**src/rtl/signed_number_32_bit_seq_multiplier_if.sv**
```systemverilog
// Handshake and operand/result bundle for the sequential signed 32x32 multiplier.
interface signed_number_32_bit_seq_multiplier_if;
    logic        start;
    logic [31:0] multiplicand;
    logic [31:0] multiplier;
    logic        busy;
    logic        done;
    logic [63:0] product;
    logic        overflow32;

    modport master (
        output start, multiplicand, multiplier,
        input  busy, done, product, overflow32
    );

    modport slave (
        input  start, multiplicand, multiplier,
        output busy, done, product, overflow32
    );
endinterface

```
**src/rtl/signed_number_32_bit_seq_multiplier.sv**
```systemverilog
// Signed 32x32->64 multiplier: sign-magnitude conversion, 32-clock radix-2
// shift-add on the magnitudes, then a single re-sign cycle.
module signed_number_32_bit_seq_multiplier (
    input  logic clk,
    input  logic rst_n,
    signed_number_32_bit_seq_multiplier_if.slave m
);

    typedef enum logic [1:0] {
        IDLE,
        RUN,
        SIGN
    } state_t;

    state_t      state, state_nx;
    logic        sign_r, sign_nx;
    logic [31:0] mcand_mag, mcand_nx;
    logic [31:0] mplr_reg, mplr_nx;
    logic [32:0] acc, acc_nx;
    logic [4:0]  cnt, cnt_nx;
    logic [63:0] product_r, product_nx;
    logic        ovf_r, ovf_nx;
    logic        done_r, done_nx;
    logic        busy_r, busy_nx;

    logic [32:0] sum;
    logic [63:0] mag;
    logic [63:0] signed_p;

    always_ff @(posedge clk or negedge rst_n) begin
        if (!rst_n) begin
            state     <= IDLE;
            sign_r    <= 1'b0;
            mcand_mag <= '0;
            mplr_reg  <= '0;
            acc       <= '0;
            cnt       <= '0;
            product_r <= '0;
            ovf_r     <= 1'b0;
            done_r    <= 1'b0;
            busy_r    <= 1'b0;
        end else begin
            state     <= state_nx;
            sign_r    <= sign_nx;
            mcand_mag <= mcand_nx;
            mplr_reg  <= mplr_nx;
            acc       <= acc_nx;
            cnt       <= cnt_nx;
            product_r <= product_nx;
            ovf_r     <= ovf_nx;
            done_r    <= done_nx;
            busy_r    <= busy_nx;
        end
    end

    always_comb begin
        state_nx   = state;
        sign_nx    = sign_r;
        mcand_nx   = mcand_mag;
        mplr_nx    = mplr_reg;
        acc_nx     = acc;
        cnt_nx     = cnt;
        product_nx = product_r;
        ovf_nx     = ovf_r;
        done_nx    = 1'b0;
        busy_nx    = busy_r;

        sum      = acc + (mplr_reg[0] ? {1'b0, mcand_mag} : 33'd0);
        mag      = {acc[31:0], mplr_reg};
        signed_p = sign_r ? (64'd0 - mag) : mag;

        case (state)
            IDLE: begin
                if (m.start) begin
                    sign_nx  = m.multiplicand[31] ^ m.multiplier[31];
                    // Two's-complement negate; -2^31 maps onto itself, which is
                    // exactly its unsigned magnitude 0x8000_0000.
                    mcand_nx = m.multiplicand[31] ? (32'd0 - m.multiplicand) : m.multiplicand;
                    mplr_nx  = m.multiplier[31] ? (32'd0 - m.multiplier) : m.multiplier;
                    acc_nx   = '0;
                    cnt_nx   = '0;
                    busy_nx  = 1'b1;
                    state_nx = RUN;
                end
            end
            RUN: begin
                acc_nx  = {1'b0, sum[32:1]};
                mplr_nx = {sum[0], mplr_reg[31:1]};
                cnt_nx  = cnt + 5'd1;
                if (cnt == 5'd31) begin
                    state_nx = SIGN;
                end
            end
            SIGN: begin
                product_nx = signed_p;
                ovf_nx     = ~((&signed_p[63:31]) | ~(|signed_p[63:31]));
                done_nx    = 1'b1;
                busy_nx    = 1'b0;
                state_nx   = IDLE;
            end
            default: begin
                state_nx = IDLE;
            end
        endcase
    end

    assign m.busy       = busy_r;
    assign m.done       = done_r;
    assign m.product    = product_r;
    assign m.overflow32 = ovf_r;

endmodule

```
**src/flat_wrapper.sv**
```systemverilog
// flat-port wrapper written by rule: the top's interface ports become plain ports
module signed_number_32_bit_seq_multiplier_flat 
  (clk, rst_n, m_start, m_multiplicand, m_multiplier, m_busy, m_done, m_product, m_overflow32);
  signed_number_32_bit_seq_multiplier_if m_i ();
  input  logic clk;
  input  logic rst_n;
  input wire logic [$bits(m_i.start)-1:0] m_start;
  input wire logic [$bits(m_i.multiplicand)-1:0] m_multiplicand;
  input wire logic [$bits(m_i.multiplier)-1:0] m_multiplier;
  output wire logic [$bits(m_i.busy)-1:0] m_busy;
  output wire logic [$bits(m_i.done)-1:0] m_done;
  output wire logic [$bits(m_i.product)-1:0] m_product;
  output wire logic [$bits(m_i.overflow32)-1:0] m_overflow32;
  assign m_i.start = m_start;
  assign m_i.multiplicand = m_multiplicand;
  assign m_i.multiplier = m_multiplier;
  assign m_busy = m_i.busy;
  assign m_done = m_i.done;
  assign m_product = m_i.product;
  assign m_overflow32 = m_i.overflow32;
  signed_number_32_bit_seq_multiplier u_core (.clk(clk), .rst_n(rst_n), .m(m_i));
endmodule
```
**config.mk**
```make
export PLATFORM = sky130hd
export DESIGN_NAME = signed_number_32_bit_seq_multiplier_flat
export DESIGN_NICKNAME = d
export VERILOG_FILES = /design/src/rtl/signed_number_32_bit_seq_multiplier_if.sv /design/src/rtl/signed_number_32_bit_seq_multiplier.sv /design/src/flat_wrapper.sv
export SDC_FILE = /design/constraint.sdc
export NUM_CORES = 1
export LEC_CHECK = 0
export ABC_AREA = 1
export BUFFER_PORTS_ARGS = -buffer_cell sky130_fd_sc_hd__buf_2
export CORE_UTILIZATION = 30
export DETAILED_ROUTE_END_ITERATION = 16
export GPL_TIMING_DRIVEN = 0
export SLEW_MARGIN = 10
export SYNTH_ARGS = -nofsm -noshare
export SYNTH_HDL_FRONTEND = slang
export SYNTH_SLANG_ARGS = --single-unit
```
**constraint.sdc**
```tcl
create_clock -name clk -period 5.94 [get_ports clk]
set_input_delay 0.297 -clock clk [delete_from_list [all_inputs] [get_ports clk]]
set_output_delay 0.297 -clock clk [all_outputs]
set_load 0.02 [all_outputs]
```
==> results of run 1 <==
worst paths after layout:
path / from / endpoint / slack (ns)
min in group asynchronous: rst_n / u_core.mplr_reg[8] / 0.40
setup / recovery: u_core.mplr_reg[0] / u_core.acc[19] / 2.61
hold reg to reg: u_core.mcand_mag[22] / u_core.mcand_mag[22] / 0.48
setup reg to reg: u_core.mplr_reg[0] / u_core.acc[19] / 2.61
max in group asynchronous: rst_n / u_core.acc[23] / 4.67
hold / removal: m_multiplicand[1] / u_core.mcand_mag[1] / 0.15
per-stage QoR:
stage / utilization / setup slack, ns / total power [mW] / hold WS [ns]
6_report: 0.354 / 2.61 / 7.20 / 0.154
3_3_place_gp: 0.337 / 1.84 / 5.97 / 0.462
5_1_grt: 0.354 / 2.31 / 7.83 / 0.150
2_1_floorplan: - / 3.32 / 4.73 / 0.00141
4_1_cts: 0.354 / 2.61 / 7.19 / 0.138
3_5_place_dp: 0.338 / 2.63 / 6.02 / 0.293
cell families after synthesis:
family,count (synthesis),synth area share
and+or+nand+nor,919,0.316
AOI/OAI and AO/OA,343,0.164
buffers and inverters,200,0.0644
DFF,171,0.354
xor gates and xnor gates,85,0.0616
adders and majority gates,38,0.0400
layer usage:
layer  vias up  part of all wire  GRT usage
li1       6106                 -          -
met5         -                 0          0
met4         0             0.017     0.0567
met1      5532              0.49      0.294
met2       334              0.44      0.324
met3        35             0.050     0.0239
final cells by class:
type                    instances  area [um^2]  share of cell area
flip-flops and latches        171         4280               0.304
clock buffers                  21          460              0.0328
repair buffers                134          708              0.0504
multi-input cells            1385         7030               0.500
well taps                     525          657              0.0467
plain buffers                  54          229              0.0163
inverters                     146          549              0.0391
clock inverters                10          140             0.00997
worst min-delay path, delay by kind of cell:
family | cells | cell delay [ns]
buffers and inverters | 1 | 0.12
and+or+nand+nor | 1 | 0.06
AOI/OAI and AO/OA | 1 | 0.07
power groups by stage:
| stage | Combinational [mW] | Sequential (mW) | Clock (mW) |
|---|---|---|---|
| 6_report | 3.94 | 2.11 | 1.15 |
| 4_1_cts | 3.92 | 2.09 | 1.17 |
| 3_5_place_dp | 3.91 | 2.11 | 0 |
| 3_3_place_gp | 3.87 | 2.10 | 0 |
| 2_1_floorplan | 2.78 | 1.94 | 0 |
| 5_1_grt | 4.45 | 2.16 | 1.23 |
synth_stat cells (2+ instances only):
cell | n | area, um^2
or2_0 | 2 | 12.5
ha_1 | 37 | 463
a21o_1 | 8 | 60.1
a21oi_2 | 2 | 17.5
o21ai_0 | 169 | 846
nand4_1 | 23 | 144
o31ai_1 | 3 | 22.5
nor2_4 | 5 | 56.3
nor3_2 | 7 | 70.1
nor2_2 | 14 | 87.6
o21ai_2 | 2 | 17.5
xor2_1 | 54 | 473
dfrtp_1 | 171 | 4280
nor2_1 | 251 | 942
o21ai_1 | 7 | 35.0
clkbuf_1 | 41 | 154
nand3_1 | 75 | 375
xnor2_1 | 31 | 272
o221ai_1 | 4 | 35.0
o21a_1 | 2 | 15.0
nor4_1 | 8 | 50.1
clkinv_1 | 2 | 7.51
buf_2 | 9 | 45.0
nand2_2 | 5 | 31.3
nand3b_1 | 6 | 45.0
a22oi_1 | 29 | 218
a22o_1 | 2 | 17.5
nor3_1 | 12 | 60.1
a21oi_1 | 52 | 260
a21boi_0 | 5 | 37.5
inv_1 | 141 | 529
buf_4 | 2 | 15.0
a221oi_1 | 2 | 17.5
nand2_1 | 502 | 1880
o22ai_1 | 16 | 100
inv_2 | 2 | 7.51
a31oi_1 | 29 | 181
and2_1 | 2 | 12.5
o21bai_1 | 7 | 52.6
or2_2 | 4 | 25.0
==> run metrics, run 1 <==
status completed; largest net degree at the start of global routing 103; hold bufs inserted after CTS 1; post-layout instance count excluding filler cells 2446; f_max 0.300 GHz; post-route cell area 0.0141 mm^2; most common cell after layout, fill and taps aside nand2_1; I/O Buffers 132; # Post-CTS Setup Buffers 0; via count 12000; n_diodes 0; most frequent cells in the layout nand2_1, nor2_1, dfrtp_1; power density cells 512 mW/mm^2; full die area 0.0411 mm^2; drt via density 4.91; Mean Syn Cell Area 6.88 um^2; clock-pin transition on the worst setup and hold timing paths 0.07 ns; path type of the worst setup path flip-flop to flip-flop; Die H 203 um; Worst Hold Depth 3; fill cell count 4374; Die W 203 um; placed cells 2414; Overflow after GRT 0; drt total wl 41.6 mm; Sw Share 0.506; CORE AREA 0.0397 mm^2; Synth Register Bits 171; Max Cap Viol 0; Max clock buf depth 2; Setup crit end kind flip-flop; initial antenna violation count 0; Setup Viol. Count Final 0; class of the worst hold path input pin to flip-flop; Net Count, Synth 1861; yosys warns 0; Tcrit/Tclk final 0.561; DPL Wire Length 34.9 mm; Num CTS Buffers 17; gp weighted congestion 1.00; Top FF cell, synth dfrtp_1; NetSw 3.64 mW; fin crit period 3.33 ns; # rows 73; wire length per cell 17.0 um; CP Buf/Inv Count 4; max reg flops 64; cell count after synthesis 1756; Placement Cell Area 0.0134 mm^2; First DRT Iteration DRCs 894; CP startpoint kind flip-flop; sum of negative setup slack 0 ns; vias in the first global route 11700; num ports 134; Initial Utilization 0.304; CP max FO 10; Most common cell on crit path nand2_1; Clock power frac 0.160; Root Buffer clkbuf_16; TritonCTS clock tree yes; Initial DRT Pass Iterations 5; first-pass GRT wire length 65.6 mm; # DRC 0; cell count of the worst reg-to-reg path 16; clk sink count 171; stages on the worst setup path 16; Flop pwr share 0.293; Combinational Power Share 0.547; P_int 3.56 mW; RSZ-0062 raised after global routing false; H-tree depth 4; area added between synthesis and finish 16.3%; worst vdd ir 0.230 mV; Seq/Total Area, Yosys 0.354; Post-Synthesis Cell Area 0.0121 mm^2; Worst Clk Skew 0.0129 ns; slowest stage delay, CP 0.40 ns; nets 2014; Post-synth EDFFs 0; Synth cell types 51; clk_lat worst skew 0.43 ns; share of cells above drive strength 1 0.114; post-route ant nets 0; max-slew violation count 0; CTS-repair resized insts 0; crit path cell chain buf_6 > clkbuf_1 > nand2_1 > inv_1 > ha_1 > inv_1 > fa_1 > o21ai_1 > a21oi_1 > o21ai_1 > nand2_1 > nand2_1 > a21o_1 > a21oi_1 > o21ai_0 > o21ai_0; CP delay by family, top compound AO/OA/AOI/OAI gates; ys async rst share 1.00; Worst EP arrival 3.62 ns; Required @ worst endpoint 6.23 ns; CP max stage cell fa_1; Tightest Pin Transition 1.08 ns; Hold Violations, Final 0; Max transition margin 0.277; Leakage Power 6.72 nW; Total GRT Usage 0.205
(Power assumes the default switching activity.)
==> inputs of run 2 (changes only) <==
Clock period 5.94 ns to 3.5 ns, I/O delays scaled along.
==> run 2 against run 1 <==
Routed wire length down 0.11%. Clock-buffer cell count unchanged. Cell count about the same. Highest routed layer unchanged.
==> run metrics, run 2 (synthesis results as in run 1) <==
tightest hold margin 0.0309 ns (-0.123 ns); DPL Wire Length 34.9 mm (unchanged); Required @ worst endpoint 3.79 ns (-2.44 ns); nets 2013 (-0.050%); full die area 0.0411 mm^2 (unchanged); num ports 134 (unchanged); CP startpoint kind flip-flop; initial antenna violation count 0 (unchanged); r2r setup slk 0.42 ns (-2.19 ns); n_diodes 0 (unchanged); path type of the worst setup path flip-flop to flip-flop; Setup crit end kind flip-flop; clock-pin transition on the worst setup and hold timing paths 0.07 ns (about the same); Die W 203 um (unchanged); Setup Viol. Count Final 0 (unchanged); Combinational Power Share 0.547 (about the same); First DRT Iteration DRCs 870 (-2.7%); Clock power frac 0.160 (about the same); Hold Crit Endpoint u_core.mcand_mag[1]; placed cells 2414 (unchanged); clk_lat worst skew 0.43 ns (about the same); CORE AREA 0.0397 mm^2 (unchanged); post-route ant nets 0 (unchanged); CP max FO 17 (+7); wire length per cell 17.0 um (about the same); max reg flops 64 (unchanged); # rows 73 (unchanged); Tcrit/Tclk final 0.880 (+0.319); area added between synthesis and finish 16.2% (about the same); Worst Hold Depth 3 (unchanged); clk sink count 171 (unchanged); Max clock buf depth 2 (unchanged); Sw Share 0.506 (about the same); Worst EP arrival 3.37 ns (-0.25 ns); H-tree depth 4 (unchanged); NetSw 6.19 mW (+70%); gp weighted congestion 1.00 (unchanged); drt via density 4.92 (+0.15%); Flop pwr share 0.293 (about the same); largest net degree at the start of global routing 103 (unchanged); most common cell after layout, fill and taps aside nand2_1; first-pass GRT wire length 65.6 mm (unchanged); Worst Hold Launch m_multiplicand[1]; most frequent cells in the layout nand2_1, nor2_1, dfrtp_1; max-slew violation count 0 (unchanged); Total GRT Usage 0.205 (unchanged); total power 12.2 mW (+70%); share of cells above drive strength 1 0.114 (about the same); worst vdd ir 0.392 mV (+71%); Worst Clk Skew 0.0135 ns (+0.000673 ns); via count 12000 (+0.11%); post-layout instance count excluding filler cells 2445 (-0.041%); Max transition margin 0.236 (-0.0411); cell count of the worst reg-to-reg path 14 (-2); RSZ-0062 raised after global routing false; P_int 6.04 mW (+70%); fin crit period 3.08 ns (-0.253 ns); Hold Violations, Final 0 (unchanged); FF-to-FF End u_core.acc[19]; Initial Utilization 0.304 (unchanged); status completed; Max Cap Viol 0 (unchanged); power density cells 870 mW/mm^2 (+70%); class of the worst hold path input pin to flip-flop; Initial DRT Pass Iterations 7 (+2); drt total wl 41.5 mm (-0.11%); TritonCTS clock tree yes; Die H 203 um (unchanged); f_max 0.325 GHz (+8.2%); Num CTS Buffers 17 (unchanged); CTS-repair resized insts 0 (unchanged); reg2reg start u_core.mplr_reg[0]; I/O Buffers 132 (unchanged); Root Buffer clkbuf_16; Leakage Power 6.72 nW (about the same); vias in the first global route 11700 (unchanged); # DRC 0 (unchanged); Tightest Pin Transition 1.14 ns (+0.0614 ns); Overflow after GRT 0 (unchanged)
## run 2: cell count changes in the layout (fill, tap and decap cells not counted), sizes merged
cell    before  now
clkbuf      62   61
## run 2: timing repair
| item | in CTS | in global routing |
|---|---|---|
| hold buffers | 1 | 0 |
| setup endpoints to repair | 0 | 5 |
| setup buffers | 0 | 0 |
| hold endpoints to repair | 69 | 0 |
## run 2: worst max-delay path, stage by stage (launching register included)
cell,delay [ns]
dfrtp_1,0.34
buf_6,0.19
clkbuf_1,0.32
nand2_1,0.09
inv_1,0.11
ha_1,0.28
a21oi_1,0.15
o21ai_1,0.12
a21oi_1,0.27
o21ai_1,0.15
nand2_1,0.09
nand2_1,0.15
a21o_1,0.24
o21ai_0,0.28
o21ai_0,0.15
## run 2: through the flow
| stage | instance area, um^2 | utilization | setup slack, ns | TNS (ns) |
|---|---|---|---|---|
| finish | 14000 | 0.354 | 0.421 | 0 |
| CTS | 14100 | 0.354 | 0.173 | 0 |
| global placement | 13400 | 0.337 | -0.475 | -77.66 |
| global route | 14000 | 0.354 | 0.129 | 0 |
| floorplan | 12100 | - | 0.878 | 0 |
| detailed placement | 13400 | 0.338 | 0.192 | 0 |
## run 2: worst max path at each step
| stage | from | end | slack, ns | depth (start not counted) |
|---|---|---|---|---|
| global placement | rst_n | u_core.m.product[54] | -0.48 | 1 |
| global route | u_core.mplr_reg[0] | u_core.acc[19] | 0.13 | 14 |
| detailed placement | u_core.mplr_reg[0] | u_core.acc[27] | 0.19 | 17 |
| floorplan | u_core.mplr_reg[0] | u_core.acc[17] | 0.88 | 18 |
| finish | u_core.mplr_reg[0] | u_core.acc[19] | 0.42 | 14 |
| CTS | u_core.mplr_reg[0] | u_core.acc[17] | 0.17 | 18 |
## run 2: area by class of cell
cell class                      instances  area (um^2)
Buffer                                 53          225
Inverter                              146          549
Clock inverter                         10          140
Multi-Input combinational cell       1385         7030
Tap cell                              525          657
Clock buffer                           21          460
Timing Repair Buffer                  134          708
Fill cell                            4373        25700
Sequential cell                       171         4280
## run 2: power groups by stage
| stage | registers, mW | logic (mW) | clock network [mW] |
|---|---|---|---|
| global placement | 3.57 | 6.56 | 0 |
| global route | 3.66 | 7.54 | 2.08 |
| floorplan | 3.30 | 4.72 | 0 |
| detailed placement | 3.58 | 6.64 | 0 |
| finish | 3.58 | 6.68 | 1.96 |
| CTS | 3.54 | 6.66 | 1.99 |
## run 2: layer usage
metal  share of wire  global-route usage  vias up  routed length [um]
met5               0                   0        -                   0
met1            0.50               0.294     5572               20700
li1                -                   -     6112                   -
met3           0.041              0.0239       40                1720
met2            0.44               0.324      296               18400
met4           0.019              0.0567        0                 790
==> inputs of run 3 (changes only) <==
Settings changed: CORE_MARGIN set to 4, REMOVE_ABC_BUFFERS set to 1.
==> run 3 against run 2 <==
Routed wire length down 3.6%. Global-route usage shrank 2.5 points. Power decreased by 0.82%. Clock power rose by 3%. Largest power group unchanged. Sequential share of layout area barely moved. Combinational power is 3.4% lower. Design area about the same. Setup slack worse by 0.16 ns.
==> run metrics, run 3 (synthesis results as in run 1) <==
via count 11700 (-2.3%); max-slew violation count 0 (unchanged); Setup crit end kind flip-flop; CP delay by family, top simple AND/OR/NAND/NOR gates; Leakage Power 6.68 nW (-0.59%); full die area 0.0436 mm^2 (+6.0%); H-tree depth 4 (unchanged); CP max stage cell dfrtp_2; vias in the first global route 11300 (-3.5%); Tightest Pin Transition 0.907 ns (-0.236 ns); sum of negative setup slack 0 ns (unchanged); Placement Cell Area 0.0134 mm^2 (-0.57%); Tcrit/Tclk final 0.924 (+0.0445); Initial Utilization 0.304 (-0.000698); most common cell after layout, fill and taps aside nand2_1; gp weighted congestion 0.915 (-8.7%); Setup Viol. Count Final 0 (unchanged); CP Launch Point u_core.mplr_reg[0]; crit path cell chain nand2_1 > inv_1 > ha_1 > inv_1 > fa_1 > o21ai_1 > a21oi_1 > inv_1 > nand2_1 > nand2_1 > nand2_1 > nand2_1 > a21boi_0 > or2_2 > nand3_1 > o21ai_0; placed cells 2366 (-2.0%); Most common cell on crit path nand2_1; Die W 209 um (+3.0%); post-layout util 0.353 (-0.000654); # rows 73 (unchanged); num ports 134 (unchanged); clk sink count 171 (unchanged); Worst EP arrival 3.55 ns (+0.18 ns); I/O Buffers 133 (+0.76%); Initial DRT Pass Iterations 7 (unchanged); max reg flops 64 (unchanged); class of the worst hold path input pin to flip-flop; area added between synthesis and finish 16.3% (about the same); post-route cell area 0.0141 mm^2 (about the same); CORE AREA 0.0398 mm^2 (+0.23%); CP startpoint kind flip-flop; fill cell count 4363 (-0.23%); post-layout instance count excluding filler cells 2407 (-1.6%); Total GRT Usage 0.180 (-0.0251); slowest stage delay, CP 0.78 ns (+0.44 ns); Root Buffer clkbuf_16; Worst Clk Skew 0.00888 ns (-0.00466 ns); drt total wl 40.0 mm (-3.6%); f_max 0.309 GHz (-4.8%); CP Buf/Inv Count 3 (unchanged); Required @ worst endpoint 3.82 ns (+0.03 ns); share of cells above drive strength 1 0.121 (+0.00721); Die H 209 um (+3.0%); worst vdd ir 0.266 mV (-32%); nets 1972 (-2.0%); Overflow after GRT 0 (unchanged); wire length per cell 16.6 um (-2.1%); Max transition margin 0.395 (+0.159); # DRC 0 (unchanged); first-pass GRT wire length 63.0 mm (-3.9%); most frequent cells in the layout nand2_1, nor2_1, o21ai_0, dfrtp_1, inv_1; First DRT Iteration DRCs 850 (-2.3%); CP max FO 35 (+18); Hold Violations, Final 0 (unchanged); Num CTS Buffers 17 (unchanged); path type of the worst setup path flip-flop to flip-flop; clock-pin transition on the worst setup and hold timing paths 0.08 ns (about the same); Worst Hold Launch m_multiplicand[1]; DPL Wire Length 31.5 mm (-9.8%); largest net degree at the start of global routing 65 (-37%); clk_lat worst skew 0.44 ns (about the same); post-route ant nets 0 (unchanged); power density cells 862 mW/mm^2 (-0.87%); reg2reg start u_core.mplr_reg[0]; TritonCTS clock tree yes; status completed; fin crit period 3.24 ns (+0.156 ns); Max clock buf depth 2 (unchanged); total power 12.1 mW (-0.82%); RSZ-0062 raised after global routing false; initial antenna violation count 3 (+3); drt via density 4.88 (-0.74%); Max Cap Viol 0 (unchanged)
-- run 3: changes by cell type in the layout (fill, tap and decap cells not counted), moves of 3 or more --
cell,previous run,this run
buf_12,0,3
buf_2,140,132
clkbuf_1,42,2
clkinvlp_4,0,5
inv_6,1,4
-- run 3: cell type report --
class	instances	area [um^2]	share of cell area
Clock inverter	12	161	0.0115
Timing Repair Buffer	143	856	0.0609
Tap cell	525	657	0.0467
Clock buffer	20	447	0.0318
Antenna cell	2	5.00	0.000356
Multi-Input combinational cell	1387	7090	0.504
Sequential cell	171	4280	0.305
Timing Repair inverter	1	7.51	0.000534
Inverter	146	556	0.0395
-- run 3: layer usage --
layer	up-vias	share of wire	global-route usage
met2	293	0.45	0.284
met3	41	0.048	0.0278
met1	5397	0.48	0.258
met4	2	0.019	0.0484
met5	-	0.00050	0
li1	6013	-	-
-- run 3: path summary, 6_finish.rpt --
path,to,slack (ns),cells past startpoint
max,u_core.acc[17],0.26,16
min,u_core.mcand_mag[1],0.02,3
max reg2reg,u_core.acc[17],0.26,16
min reg2reg,u_core.m.busy,0.47,2
max in group asynchronous,u_core.m.product[56],2.31,4
min in group asynchronous,u_core.mplr_reg[11],0.21,2
-- run 3: through the flow --
step | hold slack, ns | setup slack (ns)
2_1_floorplan | -0.121 | -2.05
3_3_place_gp | 0.451 | -6.17
3_5_place_dp | 0.101 | -1.34
4_1_cts | 0.00775 | 0.0887
5_1_grt | 0.0402 | 0.0117
6_report | 0.0203 | 0.265
-- run 3: worst min-delay path: stages --
cell     delay [ns]
buf_2          0.12
nand2_1        0.06
a31oi_1        0.07
-- run 3: repair_timing --
action / 4_1_cts / 5_1_grt
gates resized for setup: 3 / 2
hold endpoints to repair: 48 / 0
endpoints found under the setup margin: 70 / 29
pin swaps: 2 / 0
buffers inserted: 1 / 0
cloned: 2 / 1
hold buffers: 3 / 0
-- run 3: power breakdown --
part | switching, mW | total [mW] | internal (mW)
clock | 0.868 | 2.02 | 1.15
sequential | 0.996 | 3.65 | 2.65
combinational | 4.24 | 6.45 | 2.21
